<file path="src/rtl/reg_file.sv">
// 32 x 32-bit register file: two asynchronous read ports, one synchronous write port.
// Register 0 is hard-wired to zero; reset clears the whole array.
module reg_file (
  input  logic        clk,
  input  logic        reset,
  input  logic        wen,
  input  logic [4:0]  write_addr,
  input  logic [31:0] write_data,
  input  logic [4:0]  read_addr_0,
  input  logic [4:0]  read_addr_1,
  output logic [31:0] read_data_0,
  output logic [31:0] read_data_1
);

  logic [31:0] regs [32];

  always_ff @(posedge clk) begin
    if (reset) begin
      for (int i = 0; i < 32; i++) regs[i] <= 32'h0;
    end else if (wen && (write_addr != 5'd0)) begin
      regs[write_addr] <= write_data;
    end
  end

  // Index 0 is forced to zero in the mux so it reads 0 even before the first reset.
  always_comb begin
    read_data_0 = (read_addr_0 == 5'd0) ? 32'h0 : regs[read_addr_0];
    read_data_1 = (read_addr_1 == 5'd0) ? 32'h0 : regs[read_addr_1];
  end

endmodule

</file>
<file path="config.mk">
export PLATFORM = sky130hd
export DESIGN_NAME = reg_file
export DESIGN_NICKNAME = d
export VERILOG_FILES = /design/src/rtl/reg_file.sv
export SDC_FILE = /design/constraint.sdc
export NUM_CORES = 2
export LEC_CHECK = 0
export BUFFER_PORTS_ARGS = -buffer_cell sky130_fd_sc_hd__buf_2
export CAP_MARGIN = 20
export CORE_MARGIN = 2
export CORE_UTILIZATION = 40
export CTS_BUF_LIST = sky130_fd_sc_hd__clkbuf_8
export DETAILED_ROUTE_END_ITERATION = 16
export SLEW_MARGIN = 10
export SYNTH_ARGS = -nofsm -noshare
export SYNTH_HDL_FRONTEND = slang
export SYNTH_SLANG_ARGS = --single-unit
</file>
<file path="constraint.sdc">
create_clock -name clk -period 2.5 [get_ports clk]
set_input_delay 0 -clock clk [delete_from_list [all_inputs] [get_ports clk]]
set_output_delay 0 -clock clk [all_outputs]
set_load 0.01 [all_outputs]
</file>
Word-level counts from Yosys, hierarchy flattened:

Memory sizes are Yosys's and may differ from the RTL's.
Cells that the tools add are included.
W data, S select, Z words.

* word-level logic and storage cells: 16
* bits in registers: 0
* bits in writable memories: 1024
* memories kept: 1
* output and inout bits: 64
* input port bits: 50

* reduce and logical (&&, ||, !) cells: 5
* multiplexer cells: 10

Memories
* regs: depth 32, bits a word 32, read ports 2, clocked after memory_dff 0, wr ports 32, RTL line 15 `logic [31:0] regs [32];`

Operator list (count)
* $mux W32: 3
* $reduce_or A32 Y1: 1
* $logic_not A5 Y1: 2
* $mux W1: 6
* $mux W5: 1
* $reduce_bool A5 Y1: 1
* $logic_and A1 B1 Y1: 1

Depth between registers and ports, before layout:

* depth after elaboration: 7
* gate-level depth with buffers: 9

Worst setup path after synthesis:

OpenSTA, ideal clock, no wires.

* path type: input port to flip-flop
* start: input port write_addr[1]
* end: memory regs[12][0] (enable)
* arrival time: 1546 ps
* cell stages on the path: 4
* slack: 579 ps
* path buffers: 1
* required time: 2125 ps
* path through: or4b_2 clkbuf_1 nor2_1 or2_2

RTL lines
* from (decl): RTL line 7 `input logic [4:0] write_addr,`
* to (decl): RTL line 15

==> metrics <==
Hold Worst Slack=0.174 ns; Final Util=47.5%; Biggest register=regs; largest net degree at the start of global routing=58; clk root buf=clkbuf_8; Pwr Total=between 40000 and 50000 uW; setup violators final=between 60 and 70; Critical Path Sink Type=output pin; Mapped Avg Cell Area=15.5 sq um; Worst setup SP type=flop; Synth Area in Simple Gates=around an eighth; Core Region=between 100000 and 150000 sq um; initial antenna violation count=16; violated checks=setup timing; initial cell density of the core=40.2%; final cycle utilization of the critical path=114%; crit path kind=flop to output pin; IO Count=114; EDFF count, synth=1024; worst rel slew slack=33.4%; status=finished with violations; commonest cells after routing, fill and taps aside=1024 x edfxtp_1, 994 x and2_1, 472 x mux4_2; Worst Hold Class=input pin to flop; xor-xnor portion of the synthesized cell area=0%; drt via density=6.10; Die Area=139000 sq um; #FFs+latches synth=roughly 1000; pre-CTS WS=-0.0997 ns; Crit path required time=roughly 2.5 ns; # H-tree levels=4; Achievable Freq=349 MHz; maximum vdd drop=0.463 mV; Worst Slack Setup Final=-0.362 ns; RSZ-0062 raised after global routing=yes; Slew @ Worst Pin=0.997 ns; CP Max Fanout=2; TritonCTS buffer count=170; cell count after synthesis=approximately 3500; Port-buffer cells=between 100 and 150; max reg flops=approximately 1000; post-synthesis mux area share=23.0%; Final min period=2.86 ns; layout cells sized above 1=35.2%; Largest regs=regs x1024; Synth Cell Area=54300 sq um; Post-Route WL=~180000 um; commonest non-fill, non-tap cell in the layout=edfxtp_1; Power Density=632 nW/um^2; Worst-path clk slew=0.06 ns; Area after DPL=approximately 59000 sq um; Pleak=0.0224 uW; largest family of logic cells by synthesized area=multiplexers; Rows=about 140; DP HPWL=between 100000 and 150000 um; predominant post-synthesis flop cell=edfxtp_1; Post-layout nets=3835; worst path arrival time=2.86 ns; die width=372 um; Vias=34900; Synth Area in Compound Gates=3.65%; clk sink count=between 1000 and 1500; CTS tree=done; DRT iter0 DRCs=around 4700; count of final max-slew check failures=0; GR Util All Layers=26.7%; # DRC=0; Max Buffers Root-to-Sink=3; post-synthesis sequential area ratio=56.7%; design area=around 64000 sq um; Area growth syn-to-layout=18.1%; Post-synth ARST share=0%; Initial DRT Pass Iterations=5; total grt overflow=0; final hold vios=0; synthesized-area fraction occupied by adder cells=0%; Ys Warns=0; first-pass GRT wire length=~260000 um; routability cong.=0.894; DIE HEIGHT=372 um; synth unique cells=42; number of fillers in the final layout=11400; antenna-violating nets left=0; routed len/inst=between 30 and 40 um; max-cap viol count=0; vias in the first global route=around 36000
## synthesized netlist by cell type, drive strengths merged (4+ instances only)
library cell	number	share of area, %
buf	116	1.5
and2	995	11
a21oi	12	0.11
nor2	36	0.25
o22ai	103	1.2
mux4	472	20
clkbuf	271	1.9
or3b	4	0.065
edfxtp	1024	57
a22o	51	0.82
a211oi	7	0.097
or2	33	0.38
a32o	4	0.074
mux2	30	0.62
nand3	5	0.046
a2111oi	55	0.98
a221oi	4	0.065
mux2i	150	2.8
nand2b	5	0.058
nand3b	5	0.069
a22oi	16	0.22
nor2b	14	0.16
nor3	54	0.50
o21ai	4	0.037
nand2	7	0.048
nor4	6	0.069
## per-stage QoR
stage | std cells | TNS [ns]
2_1_floorplan | 3533 | 0
3_3_place_gp | 5340 | -0.134
3_5_place_dp | 5340 | -0.158
4_1_cts | 5693 | -18.31
5_1_grt | 5708 | -18.87
6_report | 5716 | -13.81
## power breakdown
group	switching (uW)	internal [uW]	leakage (uW)
Clock	7100	7140	0.00179
Sequential	510	19800	0.00975
Combinational	3250	2680	0.0109
## routing by layer
metal  GRT usage [%]  vias to the layer above  routed length (um)
met3            5.91                      339               18700
li1                -                    14200                   -
met1            37.4                    18200               74600
met2            40.9                     2120               84600
met5               0                        -                  51
met4            9.67                        8                6210
## path summary, 6_finish.rpt
kind                                    to                        from  slack, ns  depth (start not counted)
hold / removal    regs[4][6]$_SDFFCE_PN0P_               write_addr[3]       0.17                          6
setup / recovery           read_data_0[14]  regs[29][14]$_SDFFCE_PN0P_      -0.36                          6
## cells by family after synthesis
kind of cell	after synthesis
AND/OR/NAND/NOR	1177
flip-flops	1024
multiplexers	652
buffers and inverters	389
AO/OA/AOI/OAI	259
other	1
## what timing repair did
action	in CTS	in global routing
buffers inserted	18	14
pin swaps	134	14
hold endpoints to repair	1028	0
hold buffers	36	0
gates resized for setup	263	21
endpoints found under the setup margin	64	64
## layout make-up
class,count,area (sq um),area share [%]
tap,1781,2230,3.48
antenna,10,25.0,0.0391
sequential,1024,30700,48.0
clock buffer,176,2420,3.78
clock inverter,136,727,1.13
multi-input combinational,2120,23700,37.1
timing repair buffer,467,4170,6.50
inverter,2,7.51,0.0117
## worst max-delay path: stages, from the launching register on
cell and delay [ns]:
edfxtp_1 0.41, mux4_2 0.48, mux4_2 0.58, o22ai_2 0.15, buf_6 0.14, nor3_2 0.05
buf_2 0.15
(Power assumes the default switching activity.)
